### config.mk
export PLATFORM = sky130hd
export DESIGN_NAME = mult_accuracy_sweeper
export DESIGN_NICKNAME = d
export VERILOG_FILES = /design/src/rtl/mult_sweep_pkg.sv /design/src/rtl/sweep_delay_line.sv /design/src/rtl/mult_accuracy_sweeper.sv
export SDC_FILE = /design/constraint.sdc
export NUM_CORES = 1
export LEC_CHECK = 0
export BUFFER_PORTS_ARGS = -buffer_cell sky130_fd_sc_hd__buf_4
export CORE_AREA = 2 2 139 195
export CTS_CLUSTER_DIAMETER = 100
export DETAILED_ROUTE_END_ITERATION = 6
export DIE_AREA = 0 0 141 197
export HOLD_SLACK_MARGIN = 0.15
export PLACE_DENSITY_LB_ADDON = 0.3
export SYNTH_ARGS = -nofsm -noshare
export SYNTH_HDL_FRONTEND = slang
export SYNTH_SLANG_ARGS = --single-unit
### constraint.sdc
create_clock -name clk -period 13.08 [get_ports clk]
set_input_delay 3.924 -clock clk [delete_from_list [all_inputs] [get_ports clk]]
set_output_delay 3.924 -clock clk [all_outputs]
set_load 0.05 [all_outputs]
### src/rtl/mult_sweep_pkg.sv
// Shared types and width helpers for the multiplier accuracy sweeper.
package mult_sweep_pkg;

    typedef enum logic [1:0] {
        IDLE  = 2'd0,
        SWEEP = 2'd1,
        DONE  = 2'd2
    } sweep_state_t;

    // CNT_W: counters must hold 2^(2W) without wrapping.
    function automatic int cnt_w(input int w);
        return 2 * w + 1;
    endfunction

    // SUM_W: worst-case sum of 2^(2W) error distances, each below 2^(2W).
    function automatic int sum_w(input int w);
        return 4 * w + 1;
    endfunction

endpackage

### src/rtl/sweep_delay_line.sv
// LAT-deep delay of {valid, a, b} aligning issued operands with the multiplier product.
// A LAT=0 instance is a pure pass-through; flush drops in-flight valid bits.
module sweep_delay_line #(
    parameter int W   = 8,
    parameter int LAT = 0
) (
    input  logic         clk,
    input  logic         rst,
    input  logic         flush,
    input  logic         in_valid,
    input  logic [W-1:0] in_a,
    input  logic [W-1:0] in_b,
    output logic         out_valid,
    output logic [W-1:0] out_a,
    output logic [W-1:0] out_b
);

    generate
        if (LAT == 0) begin : g_pass
            logic unused_ctl;
            assign unused_ctl = ^{clk, rst, flush};
            assign out_valid  = in_valid;
            assign out_a      = in_a;
            assign out_b      = in_b;
        end else begin : g_pipe
            logic [LAT-1:0] v_sr;
            logic [W-1:0]   a_sr [LAT];
            logic [W-1:0]   b_sr [LAT];

            always_ff @(posedge clk or posedge rst) begin
                if (rst) begin
                    v_sr <= '0;
                    for (int i = 0; i < LAT; i++) begin
                        a_sr[i] <= '0;
                        b_sr[i] <= '0;
                    end
                end else begin
                    v_sr[0] <= in_valid && !flush;
                    a_sr[0] <= in_a;
                    b_sr[0] <= in_b;
                    for (int i = 1; i < LAT; i++) begin
                        v_sr[i] <= v_sr[i-1] && !flush;
                        a_sr[i] <= a_sr[i-1];
                        b_sr[i] <= b_sr[i-1];
                    end
                end
            end

            assign out_valid = v_sr[LAT-1];
            assign out_a     = a_sr[LAT-1];
            assign out_b     = b_sr[LAT-1];
        end
    endgenerate

endmodule

### src/rtl/mult_accuracy_sweeper.sv
// Exhaustive accuracy sweep of an external multiplier: match/error counts and max error distance.
// Optional MULT_SWEEP_MED_EN adds the sum_err accumulator for mean error distance.
module mult_accuracy_sweeper
    import mult_sweep_pkg::*;
#(
    parameter int W        = 8,
    parameter int PIPE_LAT = 0
) (
    input  logic                  clk,
    input  logic                  rst,
    input  logic                  start,
    input  logic                  abort,
    output logic                  busy,
    output logic                  done,
    output logic [W-1:0]          mult_a,
    output logic [W-1:0]          mult_b,
    input  logic [2*W-1:0]        mult_y,
    output logic [cnt_w(W)-1:0]   match_cnt,
    output logic [cnt_w(W)-1:0]   err_cnt,
    output logic [2*W-1:0]        max_err
`ifdef MULT_SWEEP_MED_EN
    ,
    output logic [sum_w(W)-1:0]   sum_err
`endif
);

    // IDLE: waiting for start | SWEEP: issuing and comparing | DONE: results held
    sweep_state_t   state_q, state_d;

    logic [2*W-1:0] pair_q;
    logic           issue_valid;
    logic           cmp_valid;
    logic [W-1:0]   cmp_a, cmp_b;
    logic [2*W-1:0] exact, diff;
    logic           start_sweep, abort_sweep, cmp_en, last_cmp;

    assign start_sweep = start && (state_q != SWEEP);
    assign abort_sweep = abort && (state_q == SWEEP);
    assign cmp_en      = cmp_valid && (state_q == SWEEP);
    assign last_cmp    = cmp_en && (cmp_a == '1) && (cmp_b == '1);

    always_ff @(posedge clk or posedge rst) begin
        if (rst) state_q <= IDLE;
        else     state_q <= state_d;
    end

    always_comb begin
        state_d = state_q;
        busy    = 1'b0;
        done    = 1'b0;
        case (state_q)
            IDLE: begin
                if (start) state_d = SWEEP;
            end
            SWEEP: begin
                busy = 1'b1;
                if (abort)         state_d = IDLE;
                else if (last_cmp) state_d = DONE;
            end
            DONE: begin
                done = 1'b1;
                if (start) state_d = SWEEP;
            end
            default: state_d = IDLE;
        endcase
    end

    // {a,b} counted as one 2W-bit value gives a-outer, b-inner order for free.
    always_ff @(posedge clk or posedge rst) begin
        if (rst) begin
            pair_q      <= '0;
            issue_valid <= 1'b0;
        end else if (start_sweep) begin
            pair_q      <= '0;
            issue_valid <= 1'b1;
        end else if (abort_sweep) begin
            pair_q      <= '0;
            issue_valid <= 1'b0;
        end else if (issue_valid) begin
            if (pair_q == '1) issue_valid <= 1'b0;
            else              pair_q      <= pair_q + 1'b1;
        end
    end

    assign mult_a = pair_q[2*W-1:W];
    assign mult_b = pair_q[W-1:0];

    sweep_delay_line #(
        .W   (W),
        .LAT (PIPE_LAT)
    ) u_delay (
        .clk       (clk),
        .rst       (rst),
        .flush     (start_sweep || abort_sweep),
        .in_valid  (issue_valid),
        .in_a      (mult_a),
        .in_b      (mult_b),
        .out_valid (cmp_valid),
        .out_a     (cmp_a),
        .out_b     (cmp_b)
    );

    assign exact = {{W{1'b0}}, cmp_a} * {{W{1'b0}}, cmp_b};
    assign diff  = (mult_y >= exact) ? (mult_y - exact) : (exact - mult_y);

    always_ff @(posedge clk or posedge rst) begin
        if (rst) begin
            match_cnt <= '0;
            err_cnt   <= '0;
            max_err   <= '0;
        end else if (start_sweep || abort_sweep) begin
            match_cnt <= '0;
            err_cnt   <= '0;
            max_err   <= '0;
        end else if (cmp_en) begin
            if (diff == '0) match_cnt <= match_cnt + 1'b1;
            else            err_cnt   <= err_cnt + 1'b1;
            if (diff > max_err) max_err <= diff;
        end
    end

`ifdef MULT_SWEEP_MED_EN
    localparam int SUM_W = sum_w(W);

    always_ff @(posedge clk or posedge rst) begin
        if (rst)                              sum_err <= '0;
        else if (start_sweep || abort_sweep)  sum_err <= '0;
        else if (cmp_en)                      sum_err <= sum_err + SUM_W'(diff);
    end
`endif

endmodule

==> results of run 1 <==
-- routing by layer --
layer,global-route usage (%),vias up
met4,6.63,0
met2,27.5,114
met3,3.40,30
met5,0,-
li1,-,3231
met1,17.8,3131
-- per-stage QoR --
step | power [mW] | cell area (um2)
6_report | 0.734 | 8880
3_3_place_gp | 0.502 | 8600
4_1_cts | 0.746 | 8880
3_5_place_dp | 0.505 | 8600
5_1_grt | 0.779 | 8880
2_1_floorplan | 0.427 | 7720
-- state kept, by name, summed over array words and instances (netlist names) --
register / count
match_cnt: 17
err_cnt: 17
max_err: 16
issue_valid: 1
state_q: 2
pair_q: 16
-- cells by family after synthesis --
family | count (synthesis) | share of synthesized area [%]
xor gates and xnor gates | 39 | 4.43
adders and majority gates | 124 | 23.8
buffers and inverters | 154 | 8.19
muxes | 29 | 3.78
DFF | 69 | 22.4
and+or+nand+nor | 326 | 22.3
AOI/OAI and AO/OA | 172 | 15.2
-- worst max-delay path: cells and delay by family, from the launching register on --
kind                       cells  cell delay (ns)
muxes                          2             0.67
buffers and inverters          3             0.17
xor gates and xnor gates       2             0.37
and+or+nand+nor                7             0.92
DFF                            1             0.50
adders and majority gates      7             2.95
AOI/OAI and AO/OA             13             3.51
-- power by group --
group	internal [mW]	switching, mW	leakage (nW)	total, mW
Combinational	0.0842	0.159	3.23	0.244
Sequential	0.229	0.0254	0.950	0.254
Clock	0.139	0.0974	0.138	0.236
-- path summary, 6_finish.rpt --
path	from	endpoint	slack, ns	cells past startpoint
setup / recovery	pair_q[4]$_DFFE_PP0P_	max_err[3]$_DFFE_PP0P_	3.83	34
hold / removal	state_q[0]$_DFFE_PP0P_	state_q[0]$_DFFE_PP0P_	0.49	1
setup reg to reg	pair_q[4]$_DFFE_PP0P_	max_err[3]$_DFFE_PP0P_	3.83	34
hold reg to reg	state_q[0]$_DFFE_PP0P_	state_q[0]$_DFFE_PP0P_	0.49	1
max in group asynchronous	rst	max_err[5]$_DFFE_PP0P_	8.58	3
min in group asynchronous	rst	pair_q[13]$_DFFE_PP0P_	3.87	3
-- cells in the final DEF, fill, tap and decap left out, types with 11 or more instances in the layout --
master,synthesis,final
a21o_1,15,14
a21oi_1,46,45
and2_1,60,60
buf_4,3,92
dfrtp_1,69,69
fa_1,38,38
ha_1,86,86
inv_1,104,103
mux2i_1,28,28
nand2_1,69,69
nand2b_1,11,11
nand3_1,20,20
nand4_1,20,20
nor2_1,71,71
nor2b_1,11,11
o211ai_1,11,11
o21ai_0,30,30
or4_1,16,16
xnor2_1,22,22
xor2_1,17,17
-- layout make-up --
class,instances,share of cell area (%)
clock inverter,5,0.380
inverter,104,4.39
timing repair buffer,92,7.78
sequential,69,19.4
clock buffer,11,2.85
tap,324,4.56
multi-input combinational,690,60.6
==> impl_metrics.json, run 1 <==
{
  "leakage_power_figure_nw": 4.32,
  "period_minus_slack_ns": 9.25,
  "timing.slew.headroom_pct": 23.1,
  "die_area_um2": 27800,
  "ctsLongestPathBuffers": 2,
  "postCtsHoldBufs": 0,
  "worst_slack_ns": 3.83,
  "filler_cell_count": 2686,
  "start_kind": "flop",
  "gp_congestion": 0.894,
  "sequential_cell_area_um2": 1730,
  "finish.utilization_pct": 34.1,
  "antenna_diode_count": 0,
  "crit_slowest_cell": "a311oi_4",
  "unrepaired_setup_endpoints_after_global_routing": "false",
  "timing.critical_path.fanout_max": 16,
  "clk_root_buffer_cell": "clkbuf_16",
  "tightest_slew_ns": 1.15,
  "synth_flop_cell": "dfrtp_1",
  "routedLengthMet1_um": 8800,
  "detail_route.iter0.violations": 353,
  "detail-route-antenna-nets": 0,
  "run_status": "finished clean",
  "grt.overflow.total": 0,
  "synth_top_cells_by_count": "104 x inv_1, 86 x ha_1, 71 x nor2_1, 69 x dfrtp_1, 69 x nand2_1",
  "hold_ws_ns": 0.486,
  "remaining_drc_errors": 0,
  "cts_inserted_buffers": 9,
  "timing.final.max_slew_violations": 0,
  "aggregate_global_route_resource_usage_pct": 15.5,
  "final_net_count": 1110,
  "post_synth.cell_area_avg_um2": 8.45,
  "cellPowerDensity_nw_per_um2": 82.6,
  "yosys.cell_count.top_type": "inv_1",
  "num_rows": 70,
  "vias_per_cell": 5.02,
  "final.period_utilization_pct": 70.7,
  "wire_length_of_the_first_global_routing_pass_um": 34400,
  "post_layout_nonfiller_instances": 1295,
  "cts_repair_resize_count": 0,
  "synth_fp_nets": 1057,
  "cts_tree": "yes",
  "worstPathRequired_ns": 13.26,
  "clkLatencyLatePin_ns": 0.34,
  "num_vias": 6506,
  "max-vdd-ir-drop_mv": 0.0593,
  "clock_tree.htree_level_count": 3,
  "route.met3.wl_um": 943,
  "max_cap_violations": 0,
  "synth_seq_area_share_pct": 22.4,
  "grt_antenna_before_repair": 0,
  "place.detailed.instances": 1279,
  "ys_seq_elements": 69,
  "synth-async-reset-ratio_pct": 100,
  "multiInputGateArea_um2": 5380,
  "dr_pass1_iterations": 4,
  "fmax_ghz": 0.108,
  "grt_start_max_net_pins": 70,
  "synth_edf_count": 0,
  "count_of_input_and_output_buffers": 87,
  "yosysUniqueCellTypes": 70,
  "dp_worst_setup_slack_ns": 3.80,
  "synth-warning-count": 0,
  "die_w_um": 141,
  "drive_above_1_share_pct": 13.2,
  "cts_post_setup_buffers_inserted": 0,
  "postRouteWirelength_um": 20900,
  "chip_height_um": 197,
  "floorplan.initialDensity_pct": 29.7,
  "routed.top_layer": "met4",
  "mappedNetlistArea_um2": 7720,
  "setup.worst_path.class": "flop to flop",
  "cts.sink_count": 69,
  "netlist_top_cells_area": "dfrtp_1 22%, ha_1 14%, fa_1 9.9%",
  "io-pin-count": 88,
  "post-synth-top-area-fraction_pct": 22.4,
  "cpPeakStageDelay_ns": 1.00,
  "clkSlewWorstSetupHoldPaths_ns": 0.06,
  "end_kind": "flop",
  "core_area_um2": 26000,
  "dr_wl_met2_um": 10400,
  "worst-endpoint-arrival_ns": 9.43,
  "setup_tns_ns": 0,
  "route.detailed.wl_per_inst_um": 16.1,
  "final-hold-violation-count": 0,
  "hp-class": "flop to flop",
  "timing.clock.skew_ns": 0.00978,
  "syn_inst": 913,
  "vias_in_the_first_global_route": 6682,
  "hpwl_um": 16400,
  "layout_stage_area_growth_over_the_synthesis_result_pct": 15.1,
  "synth_area_leader_cell": "dfrtp_1",
  "setup_viol": 0
}
(Power assumes the default switching activity.)
==> run 2: changes to the inputs <==
==> constraint.sdc (replaced) <==
create_clock -name clk -period 7.61 [get_ports clk]
set_input_delay 2.283 -clock clk [delete_from_list [all_inputs] [get_ports clk]]
set_output_delay 2.283 -clock clk [all_outputs]
set_load 0.05 [all_outputs]
==> run 2 against run 1 <==
  * The run now ends with negative setup slack left
  * Fmax grew 19%
  * Wire length up 7.0%
  * Critical path depth increased by 2
  * Clock power up 62%
  * Worst hold slack got worse by 0.0047 ns
  * First-iteration DRC count increased by 21%
  * Sequential power rose by 69%
  * Clock skew about the same
  * Power increased by 83%
  * Die area is the same
  * Largest power group is now combinational logic
  * Highest routed layer unchanged
==> impl_metrics.json, run 2 (synthesized netlist as in run 1, its figures left out) <==
{
  "final_common_cell": "buf_4",
  "timing.slew.headroom_pct": 21.1,
  "clock_tree.htree_level_count": 3,
  "wire_length_of_the_first_global_routing_pass_um": 36200,
  "route.met3.wl_um": 825,
  "max_cap_violations": 0,
  "hpwl_um": 17300,
  "postRouteWirelength_um": 22300,
  "detail_route.iter0.violations": 428,
  "clk_root_buffer_cell": "clkbuf_16",
  "final_net_count": 1263,
  "grt_start_max_net_pins": 70,
  "worst_slack_ns": -0.177,
  "largest_registers_in_the_final_layout": "err_cnt (17), match_cnt (17)",
  "num_vias": 7168,
  "cpPeakStageDelay_ns": 0.50,
  "leakage_power_figure_nw": 5.19,
  "finish.utilization_pct": 40.4,
  "dr_wl_met2_um": 11600,
  "layout.cells.most_common_list": "231 x buf_4, 94 x inv_1, 79 x ha_1",
  "grt_antenna_before_repair": 0,
  "chip_height_um": 197,
  "period_minus_slack_ns": 7.79,
  "postCtsHoldBufs": 0,
  "cts_inserted_buffers": 9,
  "end_kind": "flop",
  "routed.top_layer": "met4",
  "floorplan.initialDensity_pct": 29.7,
  "route.detailed.wl_per_inst_um": 15.4,
  "cp-startpoint": "pair_q[2]$_DFFE_PP0P_",
  "critical_path.endpoint": "max_err[9]$_DFFE_PP0P_",
  "cellPowerDensity_nw_per_um2": 128,
  "gp_congestion": 0.854,
  "drive_above_1_share_pct": 31.8,
  "setup.worst_path.class": "flop to flop",
  "worst-endpoint-arrival_ns": 7.95,
  "worstReg2RegEnd": "max_err[9]$_DFFE_PP0P_",
  "final.period_utilization_pct": 102,
  "worstRegToRegCells": 36,
  "run_status": "finished, violations left",
  "clkSlewWorstSetupHoldPaths_ns": 0.05,
  "total_power_mw": 1.34,
  "crit-reg2reg-launch": "pair_q[2]$_DFFE_PP0P_",
  "cts.sink_count": 69,
  "setup_tns_ns": -2.11,
  "worstPathRequired_ns": 7.77,
  "ctsLongestPathBuffers": 2,
  "layout_stage_area_growth_over_the_synthesis_result_pct": 36.0,
  "remaining_drc_errors": 0,
  "die_area_um2": 27800,
  "hp-class": "flop to flop",
  "die_w_um": 141,
  "vias_in_the_first_global_route": 7258,
  "count_of_input_and_output_buffers": 87,
  "max-vdd-ir-drop_mv": 0.110,
  "aggregate_global_route_resource_usage_pct": 16.0,
  "fmax_ghz": 0.128,
  "antenna_diode_count": 0,
  "dr_pass1_iterations": 4,
  "core_area_um2": 26000,
  "setup_viol": 18,
  "reg2reg_slack_ns": -0.18,
  "timing.clock.skew_ns": 0.00958,
  "timing.critical_path.fanout_max": 8,
  "final-hold-violation-count": 0,
  "start_kind": "flop",
  "grt.overflow.total": 0,
  "detail-route-antenna-nets": 0,
  "tightest_slew_ns": 1.18,
  "crit_slowest_cell": "fa_1",
  "clkLatencyLatePin_ns": 0.33,
  "failing_checks": "negative setup slack",
  "cts_tree": "yes",
  "vias_per_cell": 4.95,
  "dp_worst_setup_slack_ns": -0.897,
  "io-pin-count": 88,
  "routedLengthMet1_um": 9230,
  "unrepaired_setup_endpoints_after_global_routing": "true",
  "num_rows": 70,
  "timing.final.max_slew_violations": 0,
  "hold_ws_ns": 0.481
}
[run 2: power by group]
group	total, mW	leakage, nW	internal (mW)	switching (mW)
sequential	0.429	0.928	0.394	0.0352
clock	0.382	0.131	0.229	0.153
combinational	0.532	4.13	0.217	0.315
total	1.34	5.19	0.840	0.503
[run 2: layout make-up]
cell class | count | area [um2]
fillers | 2583 | 15500
multi-input cells | 690 | 5770
repair buffers | 245 | 1920
flip-flops and latches | 69 | 1740
well taps | 324 | 405
inverters | 104 | 390
clock buffers | 14 | 254
clock inverters | 2 | 10.0
[run 2: layer usage]
layer	vias up	track usage, %
li1	3531	-
met1	3472	18.4
met2	124	29.2
met3	41	2.58
met4	0	6.89
met5	-	0
[run 2: stage by stage]
step | instances | cell area [um2]
2_1_floorplan | 913 | 7940
3_3_place_gp | 1399 | 9610
4_1_cts | 1441 | 10300
5_1_grt | 1448 | 10500
6_report | 1448 | 10500
3_5_place_dp | 1399 | 9610
[run 2: worst min path at each step]
stage / start / cells past startpoint / end
CTS: state_q[0]$_DFFE_PP0P_ / 1 / state_q[0]$_DFFE_PP0P_
finish: state_q[0]$_DFFE_PP0P_ / 1 / state_q[0]$_DFFE_PP0P_
global placement: state_q[0]$_DFFE_PP0P_ / 1 / state_q[0]$_DFFE_PP0P_
floorplan: state_q[0]$_DFFE_PP0P_ / 1 / state_q[0]$_DFFE_PP0P_
global route: state_q[0]$_DFFE_PP0P_ / 1 / state_q[0]$_DFFE_PP0P_
detailed placement: state_q[0]$_DFFE_PP0P_ / 1 / state_q[0]$_DFFE_PP0P_
[run 2: what timing repair did]
item | 4_1_cts | 5_1_grt
cloned | 1 | 0
pin swaps | 45 | 47
gates resized for setup | 42 | 47
hold endpoints to repair | 0 | 0
endpoints found under the setup margin | 47 | 50
buffers inserted | 25 | 11
[run 2: critical path: cells and delay by family (launching register included)]
kind / cells / cell delay (ns)
fa+ha+maj: 7 / 2.72
compound gates: 12 / 2.16
simple gates: 8 / 1.08
mux: 2 / 0.51
flops: 1 / 0.46
buf+inv: 5 / 0.42
xor+xnor: 2 / 0.27
